--- src/rtl/instruction_fetch_queue.sv ---
// Fetch front end: issues sequential word fetches with credit-limited outstanding requests,
// buffers in-order responses with their PCs, and hands them to decode; redirects flush and restart.
module instruction_fetch_queue #(
    parameter int          DEPTH    = 4,
    parameter logic [31:0] RESET_PC = 32'h0000_0000
) (
    input  logic        i_Clock,
    input  logic        i_Reset,
    output logic        o_FetchRequest,
    output logic [31:0] o_FetchAddress,
    input  logic        i_FetchReady,
    input  logic        i_FetchDataValid,
    input  logic [31:0] i_FetchData,
    input  logic        i_Redirect,
    input  logic [31:0] i_RedirectTarget,
    output logic        o_Valid,
    input  logic        i_Ready,
    output logic [31:0] o_InstructionWord,
    output logic [31:0] o_PC,
    output logic [31:0] o_NextPC,
    output logic        o_InstructionAddressMisaligned
);
    localparam int PW = $clog2(DEPTH);
    localparam int CW = PW + 1;
    localparam logic [CW+1:0] DEPTH_C = (CW+2)'(DEPTH);

    typedef struct packed {
        logic [31:0] word;
        logic [31:0] pc;
        logic        mis;
    } entry_t;

    entry_t [DEPTH-1:0] mem_q, mem_d;
    logic [31:0]        fetch_pc_q, fetch_pc_d;
    logic [31:0]        resp_pc_q, resp_pc_d;
    logic [CW-1:0]      count_q, count_d;
    logic [CW-1:0]      outst_q, outst_d;
    logic [CW-1:0]      discard_q, discard_d;
    logic               halted_q, halted_d;
    logic [PW-1:0]      head_q, head_d;
    logic [PW-1:0]      tail_q, tail_d;

    logic [CW+1:0] in_use;
    logic [CW:0]   pending;
    logic          issue, resp_keep, resp_drop, pop;

    // Stale in-flight requests still hold a credit until their responses drain.
    assign in_use = {2'b00, count_q} + {2'b00, outst_q} + {2'b00, discard_q};
    assign o_FetchRequest = !i_Reset && !halted_q && !i_Redirect && (in_use < DEPTH_C);
    assign o_FetchAddress = fetch_pc_q;

    assign issue     = o_FetchRequest && i_FetchReady;
    assign resp_keep = i_FetchDataValid && (discard_q == '0);
    assign resp_drop = i_FetchDataValid && (discard_q != '0);
    assign pop       = (count_q != '0) && i_Ready;
    assign pending   = {1'b0, outst_q} + {1'b0, discard_q};

    always_comb begin
        mem_d      = mem_q;
        fetch_pc_d = fetch_pc_q;
        resp_pc_d  = resp_pc_q;
        count_d    = count_q;
        outst_d    = outst_q;
        discard_d  = discard_q;
        halted_d   = halted_q;
        head_d     = head_q;
        tail_d     = tail_q;
        if (i_Redirect) begin
            fetch_pc_d = i_RedirectTarget;
            resp_pc_d  = i_RedirectTarget;
            outst_d    = '0;
            halted_d   = 1'b0;
            head_d     = tail_q;
            count_d    = '0;
            // A response landing in the redirect cycle is itself one of the stale ones.
            if (i_FetchDataValid && (pending != '0))
                discard_d = CW'(pending - 1'b1);
            else
                discard_d = CW'(pending);
            if (i_RedirectTarget[1:0] != 2'b00) begin
                mem_d[tail_q] = '{word: 32'd0, pc: i_RedirectTarget, mis: 1'b1};
                tail_d        = tail_q + PW'(1);
                count_d       = CW'(1);
                halted_d      = 1'b1;
            end
        end else begin
            if (issue)
                fetch_pc_d = fetch_pc_q + 32'd4;
            if (resp_drop)
                discard_d = discard_q - CW'(1);
            if (resp_keep) begin
                mem_d[tail_q] = '{word: i_FetchData, pc: resp_pc_q, mis: 1'b0};
                tail_d        = tail_q + PW'(1);
                resp_pc_d     = resp_pc_q + 32'd4;
            end
            if (pop)
                head_d = head_q + PW'(1);
            outst_d = outst_q + CW'(issue) - CW'(resp_keep);
            count_d = count_q + CW'(resp_keep) - CW'(pop);
        end
    end

    always_ff @(posedge i_Clock or posedge i_Reset) begin
        if (i_Reset) begin
            mem_q      <= '0;
            fetch_pc_q <= RESET_PC;
            resp_pc_q  <= RESET_PC;
            count_q    <= '0;
            outst_q    <= '0;
            discard_q  <= '0;
            halted_q   <= 1'b0;
            head_q     <= '0;
            tail_q     <= '0;
        end else begin
            mem_q      <= mem_d;
            fetch_pc_q <= fetch_pc_d;
            resp_pc_q  <= resp_pc_d;
            count_q    <= count_d;
            outst_q    <= outst_d;
            discard_q  <= discard_d;
            halted_q   <= halted_d;
            head_q     <= head_d;
            tail_q     <= tail_d;
        end
    end

    assign o_Valid                        = (count_q != '0);
    assign o_InstructionWord              = mem_q[head_q].word;
    assign o_PC                           = mem_q[head_q].pc;
    assign o_NextPC                       = mem_q[head_q].pc + 32'd4;
    assign o_InstructionAddressMisaligned = mem_q[head_q].mis;

endmodule

--- config.mk ---
export PLATFORM = sky130hd
export DESIGN_NAME = instruction_fetch_queue
export DESIGN_NICKNAME = d
export VERILOG_FILES = /design/src/rtl/instruction_fetch_queue.sv
export SDC_FILE = /design/constraint.sdc
export NUM_CORES = 1
export LEC_CHECK = 0
export CORE_MARGIN = 2
export CORE_UTILIZATION = 41
export CTS_CLUSTER_DIAMETER = 80
export CTS_CLUSTER_SIZE = 20
export DETAILED_ROUTE_END_ITERATION = 10
export PLACE_DENSITY_LB_ADDON = 0.25
export SETUP_SLACK_MARGIN = 0.5
export SYNTH_ARGS = -nofsm -noshare
export SYNTH_HDL_FRONTEND = slang
export SYNTH_SLANG_ARGS = --single-unit
--- constraint.sdc ---
create_clock -name i_Clock -period 20.7 [get_ports i_Clock]
set_input_delay 4.14 -clock i_Clock [delete_from_list [all_inputs] [get_ports i_Clock]]
set_output_delay 4.14 -clock i_Clock [all_outputs]
set_load 0.05 [all_outputs]
==> run_results.csv, run 1 <==
group,metric,value,unit
outcome,status,"completed",
pwr,power_density,174,nW/µm²
synth,synth_common_cells,"338 x dfrtp_1, 211 x nand2_1, 150 x o21ai_0, 138 x mux2_2, 75 x nor2_1",
clock_network,postCtsSetupBuffers,0,
die,rows,74,
sta,post-route-min-period,10.15,ns
die,die_h,207,µm
place,place_ws,10.55,ns
min_path,hold_path_class,"reg2reg",
die,initial_utilization,0.414,
clock_network,ctsHtreeMaxLevel,1,
sta,worst_slack,10.55,ns
synth,syn_area_per_cell,11.3,µm²
clock_network,cts_hold_buf,0,
die,io_pins,201,
synth,netlist_area,16900,µm²
routing,viasPerCell,5.50,
place,dpl.hpwl,28.9,mm
cells_and_area,area_growth,18.6,%
worst_setup_path,r2r-start,"outst_q[1]",
synth,syn_inst,1495,
sta,tightest_slew,1.09,ns
grt,antenna_found_initial,1,
min_path,min-delay-start,"mem_q[205]",
place,globalplace.congestion,0.892,
die,die_width,207,µm
routing,num_vias,12000,
worst_setup_path,crit_required,16.56,ns
synth,synth_top_area_frac,0.502,
sta,slew_viol_final,0,
worst_setup_path,timing.rr.end,"outst_q[2]",
synth,synth_area_leaders,"dfrtp_1 50%, mux2_2 9.2%, mux4_2 8.7%",
routing,antenna_left,0,
clock_network,cts-resized-gates,0,
worst_setup_path,rr_worst_depth,15,
sta,period_share,0.490,
synth,yosysMostFrequentCell,"dfrtp_1",
clock_network,clk_path_buf_depth,3,
cells_and_area,multiInputGateArea,7880,µm²
min_path,min_to,"mem_q[205]",
sta,finalHoldViolations,0,
synth,yosys_warnings,0,
routing,route.detailed.drc,0,
routing,drtIter0Drc,794,
clock_network,clkTransAtPathRegs,0.08,ns
synth,ys_ff_latch,338,
clock_network,cts_sinks,338,
worst_setup_path,cp_data_arrival_time,6.01,ns
clock_network,tritoncts,"done",
cells_and_area,fin_cells,2187,
routing,first_pass_iters,5,
worst_setup_path,crit_path_max_fanout,2,
sta,slew_headroom,0.269,
routing,drt-total-wl,42.8,mm
pwr,power.leakage,8.51,nW
clock_network,root_buffer,"clkbuf_16",
sta,fin_tns_setup,0,ns
cells_and_area,finalNetCount,1736,
worst_setup_path,worst_setup_path_start_kind,"input port",
synth,synth-edff-count,0,
grt,gr-usage-all-layers,0.201,
synth,synth_cell_types,65,
clock_network,numCtsBuffers,23,
sta,finalClockSkew,0.0239,ns
sta,grt_setup_unrepaired,"false",
sta,setup_viol,0,
cells_and_area,n_fill_cell,3668,
synth,syn_nets,1590,
worst_setup_path,regToRegSetupSlack,16.16,ns
grt,grt_first_pass_wirelength,67.2,mm
routing,routedWlPerCell,19.6,µm
job,timing.max_cap.violations,0,
grt,grt_pass1_vias,11800,
die,die_area,42800,µm²
place,placed_cells,2148,
cells_and_area,seq_area,8470,µm²
synth,async_flop_share,1.00,
grt,grt_max_degree,135,
place,io_buffers,200,
synth,ys_seq_area_frac,0.502,
synth,synth_flop_cell,"dfrtp_1",
grt,globalRouteOverflowTotal,0,
worst_setup_path,path_class,"in2out",
pwr,ir_drop,0.109,mV
synth,synth_top_cell_by_area,"dfrtp_1",
worst_setup_path,endpoint_kind,"output pin",
min_path,whs_path_depth,2,
sta,hold_slack,0.482,ns
sta,fmax,98.6,MHz
die,core,40700,µm²
cells_and_area,layout-drive-gt1-share,0.164,
clock_network,clkLatencyLatePin,0.55,ns
[critical path, stage by stage]
cell,delay (ns)
clkdlybuf4s50_1,0.53
nor4_2,0.28
a21boi_0,0.22
clkdlybuf4s50_1,0.84
[per-layer routing]
metal	GRT usage	part of all wire
met1	0.287	0.46
met2	0.326	0.47
met3	0.0314	0.054
met4	0.0393	0.015
met5	0	0.00037
[metrics by stage]
stage	utilization	area, µm²	power, mW
final	0.491	20000	3.47
after global routing	0.491	20000	3.68
after CTS	0.491	20000	3.51
after detailed placement	0.473	19300	3.03
after global placement	0.473	19300	2.98
after floorplan	-	16900	2.45
[layout make-up]
type                            count  area share
Clock buffer                       28      0.0297
Sequential cell                   338       0.423
Inverter                           41     0.00807
Antenna cell                        1    0.000125
Tap cell                          532      0.0333
Clock inverter                     10     0.00676
Timing Repair Buffer              212       0.105
Multi-Input combinational cell   1025       0.394
[kinds of logic (layout without fill, tap and decap cells)]
group,count (synthesis),count (layout),synth area share
other cells,0,1,0
xor+xnor,51,51,0.0265
buf+inv,132,291,0.0328
flops,338,338,0.502
simple gates,478,478,0.136
compound gates,244,244,0.0887
fa+ha+maj,25,25,0.0212
mux,227,227,0.193
[placed cells by master, fill, tap and decap left out, types with 3 or more instances in the layout]
cell type,Yosys,final
ha_1,19,19
o311ai_0,3,3
a211oi_1,4,4
a21oi_1,14,14
xnor2_1,28,28
a311oi_1,20,20
nor2_1,75,75
mux2_2,138,138
dfrtp_1,338,336
nand2b_1,7,7
mux2i_1,24,24
clkdlybuf4s50_1,0,199
mux4_2,65,65
inv_1,39,38
clkbuf_1,61,5
nand2_4,1,5
nor2b_1,37,37
a21boi_0,15,15
buf_4,4,13
a2111oi_0,4,4
nor4_2,3,3
nor4_1,14,14
and3_1,12,12
nor3b_1,4,4
fa_1,6,6
or3_1,7,7
a221o_1,3,3
nand4_1,23,23
nand2_1,211,206
and4_1,5,5
o211ai_1,5,5
xor2_1,23,23
a31oi_1,7,7
o21ai_0,150,150
o31a_1,4,4
nor3_1,17,17
and2_1,9,9
clkbuf_16,0,23
nand3_1,39,39
[sequential cells by signal, indices dropped and copies added, names as in the netlist]
name,cells
head_q,2
mem_q,260
halted_q,1
tail_q,2
discard_q,3
resp_pc_q,32
o_FetchAddress,32
count_q,3
outst_q,3
[how the worst max path moves through the flow]
| stage | startpoint | end | slack [ns] |
|---|---|---|---|
| final | i_Reset | o_FetchRequest | 10.55 |
| after global routing | i_Reset | o_FetchRequest | 10.44 |
| after CTS | i_Reset | o_FetchRequest | 10.53 |
| after detailed placement | i_Reset | o_FetchRequest | 10.55 |
| after global placement | i_Reset | o_FetchRequest | 10.54 |
| after floorplan | i_Reset | count_q[0] | 7.19 |
[report_power, final]
part / switching (mW) / internal, mW
Clock: 0.242 / 0.234
Combinational: 1.18 / 0.730
Sequential: 0.171 / 0.916
Total: 1.59 / 1.88
Power figures use the tool's default switching activity.
==> inputs of run 2 (changes only) <==
==> constraint.sdc (replaced) <==
create_clock -name i_Clock -period 10.3 [get_ports i_Clock]
set_input_delay 2.06 -clock i_Clock [delete_from_list [all_inputs] [get_ports i_Clock]]
set_output_delay 2.06 -clock i_Clock [all_outputs]
set_load 0.05 [all_outputs]
==> run 2 against run 1 <==
  * Non-clock buffer count down 1
  * Die area unchanged
  * Sequential power up 100%
  * Via count up 0.38%
  * Clock power up 110%
  * Sequential share of layout area down 0.17 points
  * Utilization up 0.20 points
==> run_results.csv, run 2 (synthesis results as in run 1) <==
group,metric,value,unit
routing,num_vias,12100,
grt,grt_first_pass_wirelength,67.3,mm
clock_network,tritoncts,"done",
sta,grt_setup_unrepaired,"false",
die,rows,74,
sta,slew_viol_final,0,
worst_setup_path,crit_path_max_fanout,42,
cells_and_area,area_growth,19.1,%
grt,grt_max_degree,184,
sta,setup_viol,0,
sta,fmax,150,MHz
routing,viasPerCell,5.52,
routing,drt-total-wl,42.6,mm
pwr,power.switching,3.21,mW
place,globalplace.congestion,0.895,
job,timing.max_cap.violations,0,
sta,finalHoldViolations,0,
cells_and_area,finalNetCount,1736,
die,die_area,42800,µm²
worst_setup_path,crit_required,8.24,ns
routing,antenna_left,0,
pwr,ir_drop,0.212,mV
grt,grt_pass1_vias,11900,
clock_network,cts_sinks,338,
sta,finalClockSkew,0.0162,ns
worst_setup_path,endpoint_kind,"output pin",
sta,fin_tns_setup,0,ns
grt,globalRouteOverflowTotal,0,
routing,drtIter0Drc,738,
clock_network,cts-resized-gates,0,
pwr,power.leakage,8.55,nW
outcome,status,"completed",
clock_network,clk_path_buf_depth,3,
cells_and_area,regMostFlops,"mem_q",
die,io_pins,201,
place,io_buffers,200,
worst_setup_path,path_class,"reg2out",
sta,slew_headroom,0.208,
pwr,pwr-share-comb,0.543,
min_path,hold_path_class,"reg2reg",
die,die_h,207,µm
routing,first_pass_iters,4,
routing,routedWlPerCell,19.5,µm
cells_and_area,n_antenna_cell,0,
clock_network,ctsHtreeMaxLevel,1,
pwr,swShare,0.457,
clock_network,cts_hold_buf,0,
cells_and_area,largest_register_ffs,260,
cells_and_area,layout-drive-gt1-share,0.166,
sta,tightest_slew,1.18,ns
pwr,power_density,350,nW/µm²
clock_network,postCtsSetupBuffers,0,
cells_and_area,final_cell_mix,"336 x dfrtp_1, 206 x nand2_1, 199 x clkdlybuf4s50_1",
clock_network,numCtsBuffers,24,
pwr,p_int,3.81,mW
clock_network,clkLatencyLatePin,0.54,ns
die,initial_utilization,0.414,
clock_network,root_buffer,"clkbuf_16",
place,dpl.hpwl,28.7,mm
worst_setup_path,worst_setup_path_start_kind,"flop",
sta,period_share,0.648,
sta,worst_slack,3.62,ns
grt,gr-usage-all-layers,0.200,
pwr,clkPwrFrac,0.143,
pwr,seqPwrFrac,0.314,
routing,route.detailed.drc,0,
cells_and_area,layout_commonest_cell,"dfrtp_1",
sta,post-route-min-period,6.68,ns
worst_setup_path,cp_data_arrival_time,4.62,ns
grt,antenna_found_initial,1,
clock_network,clkTransAtPathRegs,0.08,ns
place,place_ws,4.12,ns
die,core,40700,µm²
die,die_width,207,µm
==> run 2: changes by cell type in the layout (fill, tap and decap cells not counted), sizes merged <==
cell    change
clkinv      +2
diode       -1
buf         -1
==> run 2: layer usage <==
metal | up-vias | global-route usage | share of wire
li1 | 5631 | - | -
met1 | 6038 | 0.286 | 0.45
met2 | 350 | 0.319 | 0.46
met3 | 49 | 0.0369 | 0.067
met4 | 0 | 0.0464 | 0.019
met5 | - | 0 | 0
==> run 2: power groups by stage <==
stage | clock, mW | combinational (mW) | sequential [mW]
floorplan | 0 | 2.82 | 2.11
global placement | 0 | 3.79 | 2.21
detailed placement | 0 | 3.84 | 2.23
CTS | 1.03 | 3.85 | 2.21
global route | 1.08 | 4.08 | 2.28
finish | 1.00 | 3.82 | 2.21
==> run 2: final cells by class <==
type	instances	area (µm²)
Multi-Input combinational cell	1025	7880
Clock buffer	28	626
Inverter	41	158
Sequential cell	338	8470
Fill cell	3755	20700
Clock inverter	12	173
Tap cell	532	666
Timing Repair Buffer	211	2110
==> run 2: worst paths after layout <==
kind | start | to | slack (ns) | cells past startpoint
worst max-delay path | head_q[1] | o_NextPC[28] | 3.62 | 7
worst min-delay path | mem_q[19] | mem_q[19] | 0.48 | 2
worst max register to register | outst_q[1] | outst_q[2] | 5.80 | 15
worst min register to register | mem_q[19] | mem_q[19] | 0.48 | 2
max in group asynchronous | i_Reset | head_q[1] | 6.66 | 4
min in group asynchronous | i_Reset | discard_q[2] | 2.19 | 3
==> run 2: metrics by stage <==
step,instances,power [mW],util,hold WS (ns),cell area [µm²]
after floorplan,1495,4.93,-,0.445,16900
after global placement,2147,6.00,0.473,0.456,19300
after detailed placement,2147,6.07,0.473,0.466,19300
after CTS,2187,7.09,0.493,0.486,20100
after global routing,2187,7.44,0.493,0.500,20100
final,2187,7.02,0.493,0.481,20100
==> run 2: critical path, stage by stage (launching register included) <==
cell             delay (ns)
dfrtp_4                0.69
buf_4                  0.72
mux4_2                 0.46
and2_1                 0.17
nand4_1                0.44
nor4_1                 0.53
xor2_1                 0.19
clkdlybuf4s50_1        0.82
==> inputs of run 3 (changes only) <==
==> constraint.sdc (replaced) <==
create_clock -name i_Clock -period 5.9 [get_ports i_Clock]
set_input_delay 1.18 -clock i_Clock [delete_from_list [all_inputs] [get_ports i_Clock]]
set_output_delay 1.18 -clock i_Clock [all_outputs]
set_load 0.05 [all_outputs]
==> run 3 against run 2 <==
  * Sequential cell count unchanged
  * First-iteration DRC count rose by 12%
  * Clock power grew 59%
  * Via count is essentially flat
==> run_results.csv, run 3 (synthesis results as in run 1) <==
group,metric,value,unit
outcome,status,"completed",
sta,slew_viol_final,0,
clock_network,ctsHtreeMaxLevel,1,
min_path,min-delay-start,"mem_q[80]",
worst_setup_path,crit_required,4.72,ns
clock_network,cts-resized-gates,0,
pwr,power.leakage,8.53,nW
worst_setup_path,worst_setup_path_start_kind,"flop",
worst_setup_path,path_class,"reg2out",
grt,grt_first_pass_wirelength,68.0,mm
cells_and_area,final_cell_mix,"336 x dfrtp_1, 206 x nand2_1, 199 x clkdlybuf4s50_1",
worst_setup_path,slowest_stage,"clkdlybuf4s50_1",
worst_setup_path,crit_start,"head_q[1]",
place,dpl.hpwl,29.1,mm
pwr,ir_drop,0.426,mV
grt,grt_pass1_vias,11900,
place,globalplace.congestion,0.869,
place,io_buffers,200,
cells_and_area,layout-drive-gt1-share,0.168,
die,rows,74,
cells_and_area,utilization,0.492,
sta,worst_slack,0.765,ns
sta,finalClockSkew,0.0269,ns
sta,post-route-min-period,5.14,ns
routing,route.detailed.drc,0,
grt,antenna_found_initial,0,
worst_setup_path,endpoint_kind,"output pin",
routing,num_vias,12100,
sta,grt_setup_unrepaired,"false",
cells_and_area,largest_register_ffs,260,
routing,first_pass_iters,5,
worst_setup_path,rr_worst_depth,15,
die,io_pins,201,
min_path,whs_path_depth,2,
grt,gr-usage-all-layers,0.204,
clock_network,clk_path_buf_depth,3,
routing,routedWlPerCell,19.7,µm
die,die_width,207,µm
sta,setup_viol,0,
die,die_area,42800,µm²
worst_setup_path,r2r-start,"outst_q[1]",
sta,fmax,195,MHz
clock_network,root_buffer,"clkbuf_16",
sta,period_share,0.870,
sta,fin_tns_setup,0,ns
pwr,power_density,607,nW/µm²
clock_network,clkTransAtPathRegs,0.08,ns
sta,tightest_slew,1.10,ns
cells_and_area,finalNetCount,1741,
clock_network,numCtsBuffers,23,
cells_and_area,area_growth,18.8,%
sta,finalHoldViolations,0,
worst_setup_path,crit_path_max_fanout,27,
grt,globalRouteOverflowTotal,0,
pwr,finalPower,12.1,mW
worst_setup_path,worstPathCellList,"buf_4 -> mux4_2 -> and4_1 -> nand4_4 -> nor3_1 -> xor2_1 -> clkdlybuf4s50_1",
worst_setup_path,cp_data_arrival_time,3.96,ns
sta,slew_headroom,0.266,
clock_network,tritoncts,"done",
clock_network,clkLatencyLatePin,0.55,ns
cells_and_area,n_antenna_cell,0,
routing,antenna_left,0,
cells_and_area,n_fill_cell,3733,
worst_setup_path,cpPeakStageDelay,0.82,ns
cells_and_area,regMostFlops,"mem_q",
grt,grt_max_degree,145,
die,die_h,207,µm
routing,drt-total-wl,43.2,mm
job,timing.max_cap.violations,0,
place,place_ws,1.00,ns
cells_and_area,layout_commonest_cell,"dfrtp_1",
routing,viasPerCell,5.51,
clock_network,cts_hold_buf,0,
min_path,hold_path_class,"reg2reg",
die,initial_utilization,0.414,
routing,drtIter0Drc,827,
die,core,40700,µm²
clock_network,cts_sinks,338,
[run 3: power by group]
part	total, mW	switching, mW	internal (mW)	leakage (nW)
clock network	1.59	0.844	0.749	0.336
registers	3.79	0.578	3.22	4.21
logic	6.76	4.17	2.59	3.99
[run 3: path summary, 6_finish.rpt]
path / to / slack [ns]
worst max register to register: outst_q[2] / 1.45
worst max-delay path: o_NextPC[23] / 0.76
worst min-delay path: mem_q[80] / 0.48
worst min register to register: mem_q[80] / 0.48
min in group asynchronous: count_q[1] / 1.20
max in group asynchronous: mem_q[189] / 3.45
[run 3: per-layer routing]
| layer | wire (µm) | vias to the layer above | global-route usage |
|---|---|---|---|
| met2 | 20200 | 326 | 0.327 |
| met4 | 671 | 0 | 0.0382 |
| met5 | 0 | - | 0 |
| met1 | 19600 | 6072 | 0.293 |
| met3 | 2720 | 39 | 0.0355 |
| li1 | - | 5639 | - |
[run 3: area by class of cell]
| class | instances | area [µm²] | area share |
|---|---|---|---|
| Timing Repair Buffer | 217 | 2170 | 0.108 |
| Clock inverter | 11 | 85.1 | 0.00425 |
| Tap cell | 532 | 666 | 0.0332 |
| Multi-Input combinational cell | 1025 | 7880 | 0.393 |
| Inverter | 41 | 158 | 0.00787 |
| Clock buffer | 28 | 604 | 0.0302 |
| Sequential cell | 338 | 8470 | 0.423 |
[run 3: metrics by stage]
step           hold slack [ns]  cells  instance area [µm²]
6_report                 0.480   2192                20000
5_1_grt                  0.508   2192                20000
4_1_cts                  0.486   2190                20000
3_5_place_dp             0.467   2150                19300
3_3_place_gp             0.456   2150                19300
2_1_floorplan            0.445   1495                16900
[run 3: critical path: cells and delay by family, from the launching register on]
family | cells | cell delay, ns
buf+inv | 2 | 1.28
simple gates | 3 | 0.84
flops | 1 | 0.69
mux | 1 | 0.40
xor+xnor | 1 | 0.19
[run 3: repair_timing]
action	in CTS	in global routing
gates cloned	0	0
hold endpoints to repair	0	0
buffers inserted	1	2
pin swaps	0	1
setup endpoints to repair	3	8
==> variant (flow settings as in run 2) <==
Reset style: synchronous (`i_Reset`), changed in one clocked block.
--- a/src/rtl/instruction_fetch_queue.sv
+++ b/src/rtl/instruction_fetch_queue.sv
@@ -100,7 +100,7 @@
         end
     end
 
-    always_ff @(posedge i_Clock or posedge i_Reset) begin
+    always_ff @(posedge i_Clock) begin
         if (i_Reset) begin
             mem_q      <= '0;
             fetch_pc_q <= RESET_PC;
Function: not settled (the Yosys comparison gave no result); the edit may change what the design does.
==> variant against run 2 <==
Wire length increased by 3.0%; synthesized cell count increased by 22%; count of clock-buffer cells in the layout decreased by 5; design area decreased by 7.5%; clock skew increased by 0.0043 ns; setup slack got worse by 0.070 ns; sequential cell count unchanged; synthesized area decreased by 6.2%; via count increased by 11%; non-clock buffer count increased by 2; maximum frequency decreased by 1.0%; largest cell class is now multi-input gates; highest routed layer unchanged.
Power is not compared: it rests on default switching activity, and its combinational part moved more than twofold at a synthesized area within 25%.
==> variant: results (changes against run 2) <==
run_status: "finished clean"
drt_iter0_markers: 949  # +29%
worstPathArrival_ns: 4.69  # +0.07 ns
via_count: 13400  # +11%
synth_cell_types: 59  # -9.2%
dp.cells: 2402  # +12%
synth_mux_area_share_pct: 11.0  # -8.3 points
use_met2_pct: 34.4  # +2.5 points
critPathMaxFanout: 47  # +12%
drtPass1Iterations: 5  # +1
use_met3_pct: 2.23  # -1.5 points
drt-met1-wl_mm: 20.7  # +7.7%
rr_worst_depth: 10  # -5
drive_gt1_share_pct: 6.16  # -10 points
ys_seq_area_share_pct: 42.8  # -7.4 points
place_ws_ns: 4.05  # -0.0717 ns
r2r_end: "mem_q[22]"
synth-adder-area-share_pct: 2.26  # +0.14 points
wl_met3_mm: 2.33  # -18%
place_hpwl_mm: 28.2  # -1.7%
routedWlPerCell_um: 18.1  # -7.2%
fin_skew_ns: 0.0205  # +0.00433 ns
synth_compound_area_share_pct: 16.2  # +7.3 points
hp-start: "mem_q[239]"
clk_latency_ns: 0.52  # -0.02 ns
synthTopCellsByCount: "nand2_1, dfxtp_1, nor2_1"
synth_area_leaders: "dfxtp_1, mux4_2, nand2_1"
endpoint: "o_NextPC[31]"
grt_max_degree: 159  # -14%
crit_family: "simple AND/OR/NAND/NOR gates"
coreArea_um2: 37800  # -7.1%
holdPathEnd: "mem_q[239]"
netlist_instances: 1820  # +22%
met1_usage_pct: 30.4  # +1.7 points
viasPerCell: 5.52  # +0.11%
place_area_um2: 18000  # -6.6%
final_nets: 2009  # +16%
gp_congestion: 0.808  # -9.6%
grt_usage_pct: 21.2  # +1.1 points
slew_headroom_pct: 27.3  # +6.5 points
==> variant: cell count changes after synthesis, moves of 8 or more <==
| cell | change |
|---|---|
| dfxtp_1 | +338 |
| mux2_2 | -136 |
| nor4_1 | -11 |
| o21ai_0 | -132 |
| a31oi_1 | +17 |
| nor2_1 | +137 |
| a211oi_1 | +133 |
| clkbuf_1 | +50 |
| a311oi_1 | -19 |
| xor2_1 | -10 |
| dfrtp_1 | -338 |
| inv_1 | -8 |
| nand2_1 | +133 |
| a21oi_1 | +160 |
==> variant: cell type report <==
| type | count | area [um2] |
|---|---|---|
| inverter | 32 | 120 |
| sequential | 338 | 6770 |
| timing repair buffer | 213 | 2100 |
| clock buffer | 23 | 533 |
| fill | 3612 | 19300 |
| multi-input combinational | 1308 | 8380 |
| clock inverter | 2 | 25.0 |
| tap | 511 | 639 |
